[src/rtl/blend_scheduler.sv]
// blend_scheduler: read-modify-write scheduler between the rasterizer pixel stream and the alpha
// blender. It issues at most one pixel per cycle and stalls requests whose address is still being
// read-modify-written. Fully transparent pixels are consumed without an issue. End-of-frame is
// forwarded only after every in-flight pixel has been written back.
//
// Ports:
//   clk, reset            clock (rising edge), asynchronous active-low reset
//   in_valid/in_ready     request handshake; in_pixel, in_r/g/b/a carry the request
//   mem_grant             framebuffer port available for new issues this cycle
//   frame_ready           single-cycle end-of-frame pulse from upstream
//   pixel_ready           issue strobe to the blender; pixel_number, r/g/b/a hold the issued pixel
//   o_frame_ready         single-cycle pulse once the frame is fully written
//   busy                  a pixel is in flight, or the scheduler is draining or finishing a frame
module blend_scheduler #(
  parameter int unsigned CLKWAIT = 2,
  parameter int unsigned ADDR_W  = 19
) (
  input  logic              clk,
  input  logic              reset,
  input  logic              in_valid,
  output logic              in_ready,
  input  logic [ADDR_W-1:0] in_pixel,
  input  logic [7:0]        in_r,
  input  logic [7:0]        in_g,
  input  logic [7:0]        in_b,
  input  logic [7:0]        in_a,
  input  logic              mem_grant,
  input  logic              frame_ready,
  output logic              pixel_ready,
  output logic [ADDR_W-1:0] pixel_number,
  output logic [7:0]        r,
  output logic [7:0]        g,
  output logic [7:0]        b,
  output logic [7:0]        a,
  output logic              o_frame_ready,
  output logic              busy
);

  localparam logic [1:0] StRun   = 2'd0;
  localparam logic [1:0] StDrain = 2'd1;
  localparam logic [1:0] StDone  = 2'd2;

  logic [1:0] state_q, state_d;

  // Tracker: entry 0 is the issue register, entries 1..CLKWAIT follow it one per cycle so the
  // last entry lines up with the blender's write-back cycle.
  logic [CLKWAIT:0] vld_q, vld_d;
  logic [ADDR_W-1:0] addr_q [CLKWAIT+1];
  logic [ADDR_W-1:0] addr_d [CLKWAIT+1];

  logic [7:0] r_q, r_d, g_q, g_d, b_q, b_d, a_q, a_d;

  logic hazard;
  logic accept;
  logic issue;
  logic remain;

  always_comb begin
    hazard = 1'b0;
    for (int unsigned k = 0; k <= CLKWAIT; k++) begin
      if (vld_q[k] && (addr_q[k] == in_pixel)) hazard = 1'b1;
    end
  end

  // Transparent pixels need no framebuffer access, so they bypass the grant but not the hazard
  // check (a later opaque write to the same pixel must not overtake an earlier one).
  assign in_ready = reset && (state_q == StRun) && !hazard && (mem_grant || (in_a == 8'd0));
  assign accept   = in_valid && in_ready;
  assign issue    = accept && (in_a != 8'd0);

  // Entries still valid after this cycle; in DRAIN nothing new is issued.
  assign remain = |vld_q[CLKWAIT-1:0];

  always_comb begin
    vld_d     = {vld_q[CLKWAIT-1:0], issue};
    addr_d[0] = issue ? in_pixel : addr_q[0];
    for (int unsigned k = 1; k <= CLKWAIT; k++) begin
      addr_d[k] = addr_q[k-1];
    end
    r_d = issue ? in_r : r_q;
    g_d = issue ? in_g : g_q;
    b_d = issue ? in_b : b_q;
    a_d = issue ? in_a : a_q;
  end

  always_comb begin
    state_d = state_q;
    case (state_q)
      StRun:   if (frame_ready) state_d = StDrain;
      StDrain: if (!remain) state_d = StDone;
      StDone:  state_d = StRun;
      default: state_d = StRun;
    endcase
  end

  always_ff @(posedge clk or negedge reset) begin
    if (!reset) begin
      state_q <= StRun;
      vld_q   <= '0;
      for (int unsigned k = 0; k <= CLKWAIT; k++) begin
        addr_q[k] <= '0;
      end
      r_q <= '0;
      g_q <= '0;
      b_q <= '0;
      a_q <= '0;
    end else begin
      state_q <= state_d;
      vld_q   <= vld_d;
      for (int unsigned k = 0; k <= CLKWAIT; k++) begin
        addr_q[k] <= addr_d[k];
      end
      r_q <= r_d;
      g_q <= g_d;
      b_q <= b_d;
      a_q <= a_d;
    end
  end

  assign pixel_ready   = vld_q[0];
  assign pixel_number  = addr_q[0];
  assign r             = r_q;
  assign g             = g_q;
  assign b             = b_q;
  assign a             = a_q;
  assign o_frame_ready = (state_q == StDone);
  assign busy          = (|vld_q) || (state_q != StRun);

endmodule

[config.mk]
export PLATFORM = sky130hd
export DESIGN_NAME = blend_scheduler
export DESIGN_NICKNAME = d
export VERILOG_FILES = /design/src/rtl/blend_scheduler.sv
export SDC_FILE = /design/constraint.sdc
export NUM_CORES = 1
export LEC_CHECK = 0
export ABC_CLOCK_PERIOD_IN_PS = 2300
export CORE_ASPECT_RATIO = 0.9
export CORE_MARGIN = 2
export CORE_UTILIZATION = 40
export CTS_CLUSTER_DIAMETER = 60
export CTS_CLUSTER_SIZE = 8
export DETAILED_ROUTE_END_ITERATION = 10
export GPL_TIMING_DRIVEN = 1
export PLACE_DENSITY = 0.69
export SETUP_SLACK_MARGIN = 0.15
export SLEW_MARGIN = 30
export SYNTH_ARGS = -nofsm -noshare
export SYNTH_HDL_FRONTEND = slang
export SYNTH_SLANG_ARGS = --single-unit
export TNS_END_PERCENT = 5
[constraint.sdc]
create_clock -name clk -period 2.3 [get_ports clk]
set_clock_uncertainty 0.1 [all_clocks]
set_input_delay 0.23 -clock clk [delete_from_list [all_inputs] [get_ports clk]]
set_output_delay 0.23 -clock clk [all_outputs]
set_load 0.05 [all_outputs]
==> flow_summary.yaml <==
synth:
  ys_ff_latch: 94
  netlist.area_leader.share: 0.605
  synthMostInstantiatedCell: "dfrtp_1"
  syn-cell-area_sq_mm: 0.00389
  async_reset_ff_frac: 1.00
  synth-edff-count: 0
  synth.area.top_cells: "dfrtp_1, mux2_2, xnor2_1"
  yosysSeqAreaShare: 0.605
  yosysWarnings: 0
  synth_nets: 323
  syn-instance-count: 267
  synth_top_cells_by_count: "dfrtp_1, mux2_2, xnor2_1"
  synth.avg_cell_area_sq_um: 14.6
  synth_flop_cell: "dfrtp_1"
  synth.distinct_cells: 20
  synth_largest_area_cell: "dfrtp_1"
finish:
  multi_input_area_sq_mm: 0.00138
  finalNonFillerCells: 513
  nFillCells: 821
  regArea_sq_mm: 0.00235
  nets: 438
  final_layout_size_suffix_gt1_frac: 0.240
  diodes: 0
  area_delta_synth_final_pct: 38.7
timing:
  slew_violations: 0
  maxSlewHeadroom: 0.527
  setup_viol: 0
  worst_slack_ps: 115
  rsz0062_at_grt: "yes"
  min_period_over_period: 0.950
  final-hold-violation-count: 0
  period_needed_ps: 2190
  worstMarginPinSlew_ps: 710
  max_freq_ghz: 0.458
setup_path:
  max_stage_delay_ps: 490
  path_class: "in2out"
  start_kind: "primary input"
  crit_chain: "clkdlybuf4s50_1 > buf_4 > xnor2_1 > nand4_1 > nor3_1 > a21oi_2 > nand3_2 > nor2_1 > buf_4"
  path_buf_inv: 3
  crit_family: "buffers and inverters"
  cp_slowest_cell: "clkdlybuf4s50_1"
  arrival_ps: 1860
  crit_path_frequent_cell: "buf_4"
  endpoint_kind: "primary output"
  regToRegStartpoint: "addr_q[8]$_DFF_PN0_"
  worstPathMaxFanout: 4
  startpoint: "in_pixel[5]"
  cp.required_ps: 1970
die:
  die_w_microns: 108
  dieArea_sq_mm: 0.0105
  die_height_microns: 97.5
  coreArea_sq_mm: 0.00957
  start_util: 0.406
  io_pins: 111
  row_count: 34
pwr:
  powerDensity_mw_per_mm2: 1530
  peakVddDrop_v: 0.000839
  leakagePower_nw: 2.29
global_route:
  grt_pass1_wl_mm: 13.8
  grt_pass1_vias: 2673
  grt_use_total: 0.172
  antenna_found_initial: 0
  gr-total-overflow: 0
  grt_max_degree: 57
clock_network:
  clock_path_buffers: 2
  htreeDepth: 3
  clock_latency_ps: 350
  clk_pin_slew_ps: 80
  cts_tree: "yes"
  cts_sinks: 94
  cts_root_buffer: "clkbuf_8"
  cts_buffers: 9
detailed_routing:
  drt-initial-drc-count: 65
  vias: 2377
  drc_errors: 0
  first_pass_iters: 4
  routed_wl_mm: 8.45
  drt.antenna.violating_nets: 0
  vias_per_cell: 4.63
  wl_per_cell_microns: 16.5
placement:
  hpwl_mm: 6.07
  io_buffers: 110
  dp_worst_setup_slack_ps: -239
  placed_cells: 493
  gp_congestion: 0.739
min_path:
  min_from: "in_pixel[3]"
  hold_path.class: "in2reg"
run:
  max_cap_viol_count: 0
run_status:
  status: "finished, final reports clean"
-- per-stage QoR --
stage | TNS, ps | utilization | power [mW] | instance area [sq um] | hold WS (ps)
after floorplan | 0 | - | 5.89 | 3890 | -166
after global placement | -10300 | 0.528 | 7.03 | 5060 | 274
after detailed placement | -10440 | 0.528 | 7.10 | 5060 | 281
after CTS | 0 | 0.556 | 8.26 | 5320 | 301
after global routing | -6.94 | 0.563 | 8.65 | 5390 | 216
final | 0 | 0.563 | 8.24 | 5390 | 216
-- sequential cells by signal, indices dropped and copies added, names as in the netlist --
name and cells:
addr_d 19, b 8, r 8, g 8
a 8, vld_q 3, addr_q 19, pixel_number 19
state_q 2
-- worst reg2reg max path, stage by stage (launching register included) --
cell and delay, ps:
dfrtp_1 380, xor2_1 150, nor4_2 300, buf_4 150, nand4_1 120, buf_4 180
nand4_4 150, buf_6 190, mux2_2 350
-- path summary, 6_finish.rpt --
kind	end	slack (ps)	depth (start not counted)
setup / recovery	in_ready	110	9
hold / removal	pixel_number[3]$_DFFE_PN0P_	220	2
setup reg to reg	g[0]$_DFFE_PN0P_	120	8
hold reg to reg	addr_q[7]$_DFF_PN0_	290	0
max in group asynchronous	pixel_number[6]$_DFFE_PN0P_	680	4
min in group asynchronous	a[1]$_DFFE_PN0P_	470	3
-- metal layers --
layer | vias to the layer above | wire length (microns) | track usage | share of wire
li1 | 1117 | - | - | -
met1 | 1204 | 3810 | 0.230 | 0.45
met2 | 51 | 4250 | 0.283 | 0.50
met3 | 5 | 342 | 0.0423 | 0.040
met4 | 0 | 52 | 0.0385 | 0.0062
met5 | - | 0 | 0 | 0
-- logic make-up (layout without fill, tap and decap cells) --
kind of cell              count (synthesis)  count (layout)  synth area share
DFF                                      94              94             0.605
xor gates and xnor gates                 57              57             0.128
muxes                                    51              51             0.154
and+or+nand+nor                          36              36            0.0538
buffers and inverters                    25             145            0.0522
AOI/OAI and AO/OA                         4               4           0.00676
-- final cells by class --
class,count,area share
sequential,94,0.436
multi-input combinational,148,0.256
timing repair buffer,128,0.240
clock buffer,13,0.0295
tap,126,0.0292
clock inverter,3,0.00789
inverter,1,0.000696
-- layout by cell type, fill, tap and decap left out, types with 2 or more instances in the layout --
cell type / synthesis / routed
xnor2_1: 33 / 32
clkbuf_8: 0 / 11
nor4_1: 8 / 3
nor4_2: 0 / 5
clkdlybuf4s50_1: 0 / 106
xor2_1: 24 / 24
dlymetal6s2s_1: 0 / 2
dfrtp_1: 94 / 94
nor3_1: 2 / 2
buf_6: 5 / 2
mux2_2: 45 / 44
a21oi_1: 2 / 2
nor2_1: 8 / 8
buf_4: 19 / 14
mux2_4: 6 / 7
nand4_1: 11 / 11
clkbuf_1: 0 / 2
nand2_1: 3 / 3
-- power breakdown --
part	switching, mW	internal [mW]
Clock	0.549	0.562
Combinational	2.46	1.65
Sequential	0.559	2.46
Total	3.57	4.67
-- what timing repair did --
item | in CTS | in global routing
pin swaps | 2 | 2
setup endpoints to repair | 29 | 53
resized for setup | 4 | 9
setup buffers | 1 | 0
endpoints found under the hold margin | 55 | 0
gates cloned | 1 | 1
hold buffers | 1 | 0
(Power assumes the default switching activity.)
